File: config.mk
export PLATFORM = sky130hd
export DESIGN_NAME = pong_match_ctrl
export DESIGN_NICKNAME = d
export VERILOG_FILES = /design/src/rtl/pong_match_ctrl.sv
export SDC_FILE = /design/constraint.sdc
export NUM_CORES = 1
export LEC_CHECK = 0
export CAP_MARGIN = 20
export CORE_MARGIN = 4
export CORE_UTILIZATION = 36
export DETAILED_ROUTE_END_ITERATION = 8
export GPL_TIMING_DRIVEN = 0
export HOLD_SLACK_MARGIN = 0.08
export MAX_ROUTING_LAYER = met4
export SLEW_MARGIN = 10
export SYNTH_ARGS = -nofsm -noshare
export SYNTH_HDL_FRONTEND = slang
export SYNTH_SLANG_ARGS = --single-unit
export TNS_END_PERCENT = 5
File: constraint.sdc
create_clock -name vga_clk -period 1.77 [get_ports vga_clk]
set_input_delay 0.2655 -clock vga_clk [delete_from_list [all_inputs] [get_ports vga_clk]]
set_output_delay 0.2655 -clock vga_clk [all_outputs]
set_load 0.1 [all_outputs]
File: src/rtl/pong_match_ctrl.sv
// Pong match sequencer: score, serve timing, ball/paddle run control.
// Keys are edge-detected; the start key must be seen released after reset.
module pong_match_ctrl #(
    parameter logic [1:0] WIN_SCORE    = 2'd3,
    parameter logic [7:0] SERVE_FRAMES = 8'd60,
    parameter logic [7:0] POINT_FRAMES = 8'd30
) (
    input  logic       vga_clk,
    input  logic       sys_rst,
    input  logic       frame_tick,
    input  logic       start_key,
    input  logic       pause_key,
    input  logic       miss_left,
    input  logic       miss_right,
    output logic       ball_run,
    output logic       ball_serve,
    output logic       serve_dir,
    output logic       paddle_en,
    output logic [3:0] score,
    output logic       game_over,
    output logic       winner,
    output logic [2:0] state_dbg
);

    localparam logic [2:0] S_IDLE  = 3'd0;
    localparam logic [2:0] S_SERVE = 3'd1;
    localparam logic [2:0] S_PLAY  = 3'd2;
    localparam logic [2:0] S_POINT = 3'd3;
    localparam logic [2:0] S_PAUSE = 3'd4;
    localparam logic [2:0] S_OVER  = 3'd5;

    logic [2:0] state_q, state_d;
    logic [1:0] left_q, left_d;
    logic [1:0] right_q, right_d;
    logic [7:0] cnt_q, cnt_d;
    logic       dir_q, dir_d;
    logic       win_q, win_d;
    logic       serve_q, serve_d;
    logic       start_q, pause_q, arm_q;

    logic       start_rise, pause_rise;
    logic [1:0] left_inc, right_inc;

    // A key held through reset must be released before it can start a match.
    assign start_rise = start_key & ~start_q & arm_q;
    assign pause_rise = pause_key & ~pause_q;
    assign left_inc   = left_q + 2'd1;
    assign right_inc  = right_q + 2'd1;

    always_comb begin
        state_d = state_q;
        left_d  = left_q;
        right_d = right_q;
        cnt_d   = cnt_q;
        dir_d   = dir_q;
        win_d   = win_q;
        serve_d = 1'b0;
        case (state_q)
            S_IDLE: begin
                if (start_rise) begin
                    left_d  = 2'd0;
                    right_d = 2'd0;
                    dir_d   = 1'b0;
                    serve_d = 1'b1;
                    cnt_d   = 8'd0;
                    state_d = S_SERVE;
                end
            end
            S_SERVE: begin
                if (frame_tick) begin
                    if (cnt_q == SERVE_FRAMES - 8'd1) begin
                        cnt_d   = 8'd0;
                        state_d = S_PLAY;
                    end else begin
                        cnt_d = cnt_q + 8'd1;
                    end
                end
            end
            S_PLAY: begin
                if (start_rise) begin
                    left_d  = 2'd0;
                    right_d = 2'd0;
                    dir_d   = 1'b0;
                    serve_d = 1'b1;
                    cnt_d   = 8'd0;
                    state_d = S_SERVE;
                end else if (miss_left && miss_right) begin
                    serve_d = 1'b1;
                    cnt_d   = 8'd0;
                    state_d = S_SERVE;
                end else if (miss_left) begin
                    right_d = right_inc;
                    dir_d   = 1'b0;
                    cnt_d   = 8'd0;
                    if (right_inc == WIN_SCORE) begin
                        win_d   = 1'b1;
                        state_d = S_OVER;
                    end else begin
                        state_d = S_POINT;
                    end
                end else if (miss_right) begin
                    left_d = left_inc;
                    dir_d  = 1'b1;
                    cnt_d  = 8'd0;
                    if (left_inc == WIN_SCORE) begin
                        win_d   = 1'b0;
                        state_d = S_OVER;
                    end else begin
                        state_d = S_POINT;
                    end
                end else if (pause_rise) begin
                    state_d = S_PAUSE;
                end
            end
            S_POINT: begin
                if (frame_tick) begin
                    if (cnt_q == POINT_FRAMES - 8'd1) begin
                        serve_d = 1'b1;
                        cnt_d   = 8'd0;
                        state_d = S_SERVE;
                    end else begin
                        cnt_d = cnt_q + 8'd1;
                    end
                end
            end
            S_PAUSE: begin
                if (start_rise) begin
                    left_d  = 2'd0;
                    right_d = 2'd0;
                    dir_d   = 1'b0;
                    serve_d = 1'b1;
                    cnt_d   = 8'd0;
                    state_d = S_SERVE;
                end else if (pause_rise) begin
                    state_d = S_PLAY;
                end
            end
            S_OVER: begin
                if (start_rise) begin
                    left_d  = 2'd0;
                    right_d = 2'd0;
                    dir_d   = 1'b0;
                    serve_d = 1'b1;
                    cnt_d   = 8'd0;
                    state_d = S_SERVE;
                end
            end
            default: begin
                state_d = S_IDLE;
            end
        endcase
    end

    always_ff @(posedge vga_clk or posedge sys_rst) begin
        if (sys_rst) begin
            state_q <= S_IDLE;
            left_q  <= 2'd0;
            right_q <= 2'd0;
            cnt_q   <= 8'd0;
            dir_q   <= 1'b0;
            win_q   <= 1'b0;
            serve_q <= 1'b0;
            start_q <= 1'b0;
            pause_q <= 1'b0;
            arm_q   <= 1'b0;
        end else begin
            state_q <= state_d;
            left_q  <= left_d;
            right_q <= right_d;
            cnt_q   <= cnt_d;
            dir_q   <= dir_d;
            win_q   <= win_d;
            serve_q <= serve_d;
            start_q <= start_key;
            pause_q <= pause_key;
            arm_q   <= arm_q | ~start_key;
        end
    end

    assign ball_run   = (state_q == S_PLAY);
    assign paddle_en  = (state_q == S_SERVE) || (state_q == S_PLAY);
    assign game_over  = (state_q == S_OVER);
    assign ball_serve = serve_q;
    assign serve_dir  = dir_q;
    assign winner     = win_q;
    assign score      = {left_q, right_q};
    assign state_dbg  = state_q;

endmodule
=== Word level (Yosys, flattened, before mapping) ===
Cells that the tools add are included.

* Bits of input ports: 7
* Bits in registers: 21
* Logic and storage cells: 112
* Output and inout bits: 13

* Add/subtract/negate cells: 3
* Bitwise gates (word level): 9
* Reductions and logical operators: 15
* Muxes and demuxes: 51
* Eq/ne operators: 24

{| class="wikitable"
|+ Operators with widths
! cell !! number
|-
| $mux W8 || 9
|-
| $mux W3 || 14
|-
| $pmux W8 S4 || 1
|-
| $mux W2 || 8
|-
| $pmux W3 S5 || 1
|-
| $mux W1 || 14
|-
| $reduce_and A5 Y1 || 2
|-
| $ne A3 B2 Y1 const B || 3
|-
| $add A8 B1 Y8 const B || 1
|-
| $eq A8 B5 Y1 const B || 1
|-
| $eq A8 B6 Y1 const B || 1
|-
| $ne A2 B2 Y1 const B || 4
|-
| $pmux W2 S2 || 2
|-
| $reduce_and A4 Y1 || 2
|-
| $reduce_and A7 Y1 || 1
|-
| $eq A3 B2 Y1 const B || 2
|-
| $eq A3 B3 Y1 const B || 2
|-
| $ne A2 B1 Y1 const B || 3
|-
| $ne A3 B3 Y1 const B || 2
|-
| $ne A6 B3 Y1 const B || 1
|-
| $reduce_and A6 Y1 || 1
|-
| $reduce_bool A2 Y1 || 3
|-
| $ne A5 B3 Y1 const B || 1
|-
| $not A1 Y1 || 5
|-
| 14 further kinds || 18
|}

=== Logic depth before layout (Yosys ltp) ===
* Word-level depth: 8
* Depth in mapped cells: 7
* Mapped depth without buffers: 7

=== Least setup slack after synthesis ===
Ideal clock, no wire load.

* Path kind: reg2out
* Start point: register state_q[1], in the netlist state_dbg[1]
* End point: output paddle_en
* Setup slack: -1.356 ns
* Cell stages (with the launch flop): 5
* Arrival: 2.861 ns
* Required time: 1.505 ns
* Buffers on the path: 2
* Cells stage by stage: dfrtp_1 > buf_2 > clkbuf_1 > xnor2_1 > nor2_1

* Longest elaborated chain between the ends: 2
* Elaborated cells between the ends (all ways): 3
* Classes of those cells: eq/ne: 2; reduce/logical: 1

{| class="wikitable"
|+ RTL lines
! element !! line !! RTL
|-
| start, declared || 32 || <nowiki>logic [2:0] state_q, state_d;</nowiki>
|-
| start signal, assigned || 167 || <nowiki>state_q <= state_d;</nowiki>
|-
| $eq A3 B1 Y1 / $eq A3 B2 Y1 (equally long branches) || 181 || <nowiki>assign paddle_en = (state_q == S_SERVE) || (state_q == S_PLAY);</nowiki>
|-
| $logic_or A1 B1 Y1 * || 181 ||
|-
| end, declared || 18 || <nowiki>output logic paddle_en,</nowiki>
|}

Mark *: on every way between the ends. The rest lies on a longest branch, timed or not.

=== Worst setup path after layout ===
* Start point: register state_q[2], in the netlist state_dbg[2]
* End point: register state_q[1], in the netlist state_dbg[1]

* Longest elaborated chain between the ends: 4
* Elaborated cells between the ends (all ways): 16
* Classes of those cells: eq/ne: 12; mux: 1; reduce/logical: 3

{| class="wikitable"
|+ RTL lines
! element !! line !! RTL
|-
| $eq A3 B3 Y1 / $logic_not A3 Y1 (equally long branches) || 58 || <nowiki>case (state_q)</nowiki>
|-
| $reduce_or A2 Y1 (no line) || -- ||
|-
| $ne A2 B1 Y1 (no line) || -- ||
|-
| $reduce_and A7 Y1 (no line) || -- ||
|}

Parallel ways exist; a longest one is shown, timed or not.
A chain may end at the register's enable or synchronous reset.

==> reports/summary.txt <==
================================================================================
Outcome                                                             finished with violations
Violations in the final reports                                     setup timing
Die height                                                              69.92 µm
Mean routed wirelength per cell                                         14.73 µm
DRT iter0 DRCs                                                                65
Worst relative slew slack                                                 36.22%
Post-route core utilization                                               50.34%
Cell variety after synth                                                      48
Width of the die                                                        69.92 µm
Initial DRT Pass Iterations                                                    4
Number of fillers in the final layout                                        359
Core Region                                                             3689 µm²
Global-route wire length before repair                                  5.526 mm
Worst voltage drop across the vdd grid                               0.0005211 V
Final ANT Viol Nets                                                            0
Final Net Count                                                              197
Setup crit end kind                                                    flip-flop
Smallest setup slack after layout                                    -0.07123 ns
Maximum achievable frequency                                           543.1 MHz
Synth Instances                                                              158
Initial cell density of the core                                          37.42%
Worst EP required                                                        1.92 ns
Initial antenna violation count                                                0
DRT Wirelength                                                          3.433 mm
Mapped Area                                                             1380 µm²
TritonCTS clock tree                                                       built
Power Density                                                       824.2 nW/µm²
H-tree depth                                                                   1
Via count of the first global-routing pass                                  1185
Count of warnings emitted by yosys                                             0
Routed wl met2                                                          1.721 mm
Arrival @ worst endpoint                                                 1.99 ns
Antenna diodes                                                                 0
Clock network latency to the later pin of the worst-skew pair            0.26 ns
Max layer used                                                              met4
Mapped Nets                                                                  169
Remaining design rule violation count                                          0
Cts bufs inserted                                                              3
Predominant post-synthesis flop cell                                sky130_fd_sc_hd__dfrtp_1
Area grow syn2layout                                                      34.54%
Final Hold Vio Count                                                           0
EDFF count, synth                                                              0
Total Power                                                             1.530 mW
Clock period minus final worst setup slack                              1.841 ns
# setup viols final                                                           10
Max Buffers Root-to-Sink                                                       2
Clock tree skew after final layout                                   0.007356 ns
Sink count of the clock tree                                                  21
Largest net degree at the start of global routing                             22
Worst-margin pin slew                                                  0.9605 ns
Hold Crit Class                                                        in -> reg
Met1 WL                                                                 1.533 mm
FFs w/ async S/R, synth                                                   100.0%
Top-level I/O count                                                           20
Max Fanout on Critical Path                                                    9
Die outline area                                                        4888 µm²
Number of synthesized register bits                                           21
GRT Util Overall                                                          14.05%
Clock transition at path regs                                            0.08 ns
Cell taking the most area after synthesis                           sky130_fd_sc_hd__dfrtp_1
Via count normalized by instance count                                     5.567
RSZ-0062 raised after global routing                                         yes
Max-slew violation count                                                       0
Sequential cell area fraction in the yosys report                         38.08%
Count of maximum capacitance violations                                        0
Routed length on met3                                                     159 µm
Post-CTS Hold Fix Bufs                                                         0
Tcrit/Tclk final                                                          104.0%
Type of element launching the critical path                            flip-flop
CTS root buffer                                                     sky130_fd_sc_hd__clkbuf_8
Total overflow reported by the global router                                   0
Static Leakage                                                         0.7474 nW
Routability-driven placement congestion ratio                             0.8393
Hold slack final                                                       0.2965 ns
DP Wirelength                                                           2.426 mm
Post-Synthesis Mean Instance Area                                      8.735 µm²
Commonest cells in the synthesized netlist                          sky130_fd_sc_hd__dfrtp_1, sky130_fd_sc_hd__nand2_1, sky130_fd_sc_hd__o21ai_0
Site row count                                                                22
Via count                                                                   1297
Synth top area cells                                                sky130_fd_sc_hd__dfrtp_1, sky130_fd_sc_hd__nand2_1, sky130_fd_sc_hd__o21ai_0
Fraction of final layout cells with drive strength greater than 1         31.89%
Area fraction of the dominant cell type after synthesis                   38.08%
Buffers on Ports                                                              18
Setup Crit Path Kind                                                  reg -> reg
================================================================================
-- final cells by class --
| class | count | area (µm²) | area share, % |
|---|---|---|---|
| Clock buffer | 4 | 45.04 | 2.426 |
| Sequential cell | 21 | 538.0 | 28.98 |
| Multi-Input combinational cell | 121 | 873.3 | 47.04 |
| Tap cell | 48 | 60.06 | 3.235 |
| Inverter | 7 | 27.53 | 1.482 |
| Timing Repair Buffer | 23 | 215.2 | 11.59 |
| Buffer | 9 | 97.59 | 5.256 |
-- layout by cell type (no fill, tap or decap), drive strengths merged, types with 3 or more instances in the layout --
cell	count
nand3	7
a22o	4
ha	4
clkbuf	10
clkdlybuf4s50	5
nor2	10
clkdlybuf4s15	3
a211oi	4
o21ai	14
a31oi	3
nand2b	3
nor2b	4
nor3	4
dfrtp	21
buf	16
inv	6
a2bb2oi	4
a21oi	8
nand2	21
o31ai	4
-- power breakdown --
group          switching [mW]  total [mW]  internal (mW)  leakage, nW
registers               0.116       0.671          0.554        0.246
logic                   0.324       0.547          0.223        0.478
clock network           0.153       0.313          0.160       0.0228
total                   0.593        1.53          0.937        0.747
-- logic make-up (layout without fill, tap and decap cells) --
kind of cell | Yosys count | count (layout) | synth area share, %
compound gates | 50 | 50 | 24.84
xor+xnor | 1 | 1 | 0.6347
fa+ha+maj | 5 | 5 | 4.352
buf+inv | 16 | 43 | 6.437
flops | 21 | 21 | 38.08
mux | 2 | 2 | 1.541
simple gates | 63 | 63 | 24.12
-- worst max-delay path, stage by stage, from the launching register on --
cell and delay, ns:
sky130_fd_sc_hd__dfrtp_4 0.48, sky130_fd_sc_hd__buf_6 0.14, sky130_fd_sc_hd__or4b_4 0.50, sky130_fd_sc_hd__a211oi_2 0.26
sky130_fd_sc_hd__o21ai_2 0.10, sky130_fd_sc_hd__a31oi_1 0.18, sky130_fd_sc_hd__a21oi_1 0.06
-- final timing paths --
| check | start | to | slack, ns | cells after the start |
|---|---|---|---|---|
| max in group asynchronous | sys_rst | state_dbg[0] | 0.69 | 2 |
| worst max register to register | state_dbg[2] | state_dbg[1] | -0.07 | 6 |
| worst max-delay path | state_dbg[2] | state_dbg[1] | -0.07 | 6 |
| worst min register to register | arm_q | arm_q | 0.50 | 1 |
| min in group asynchronous | sys_rst | state_dbg[2] | 0.47 | 2 |
| worst min-delay path | miss_right | winner | 0.30 | 2 |
-- flip-flops by register name, summed over array words and instances (netlist names) --
name and count:
arm_q 1, state_dbg 3, pause_q 1, left_q 2, winner 1, serve_dir 1, cnt_q 8, start_q 1
ball_serve 1, right_q 2
-- layer usage --
layer | vias to the layer above | GRT usage, %
li1 | 636 | -
met1 | 619 | 17.68
met2 | 38 | 23.08
met3 | 4 | 3.309
met4 | 0 | 2.979
met5 | - | -
-- repair_timing --
action	CTS	global route
setup buffers	1	4
setup endpoints to repair	25	22
resized for setup	56	19
pin swaps	8	1
-- per-stage QoR --
step | instances | area, µm² | setup slack [ns] | setup TNS [ns]
after global routing | 233 | 1857 | -0.1331 | -1.014
final | 233 | 1857 | -0.07123 | -0.3706
after CTS | 229 | 1800 | -0.1262 | -0.7822
after floorplan | 158 | 1443 | -0.1765 | -1.078
after global placement | 224 | 1683 | -0.8136 | -5.974
after detailed placement | 224 | 1683 | -0.8182 | -6.376
No activity file was read; power rests on OpenSTA's default activity.
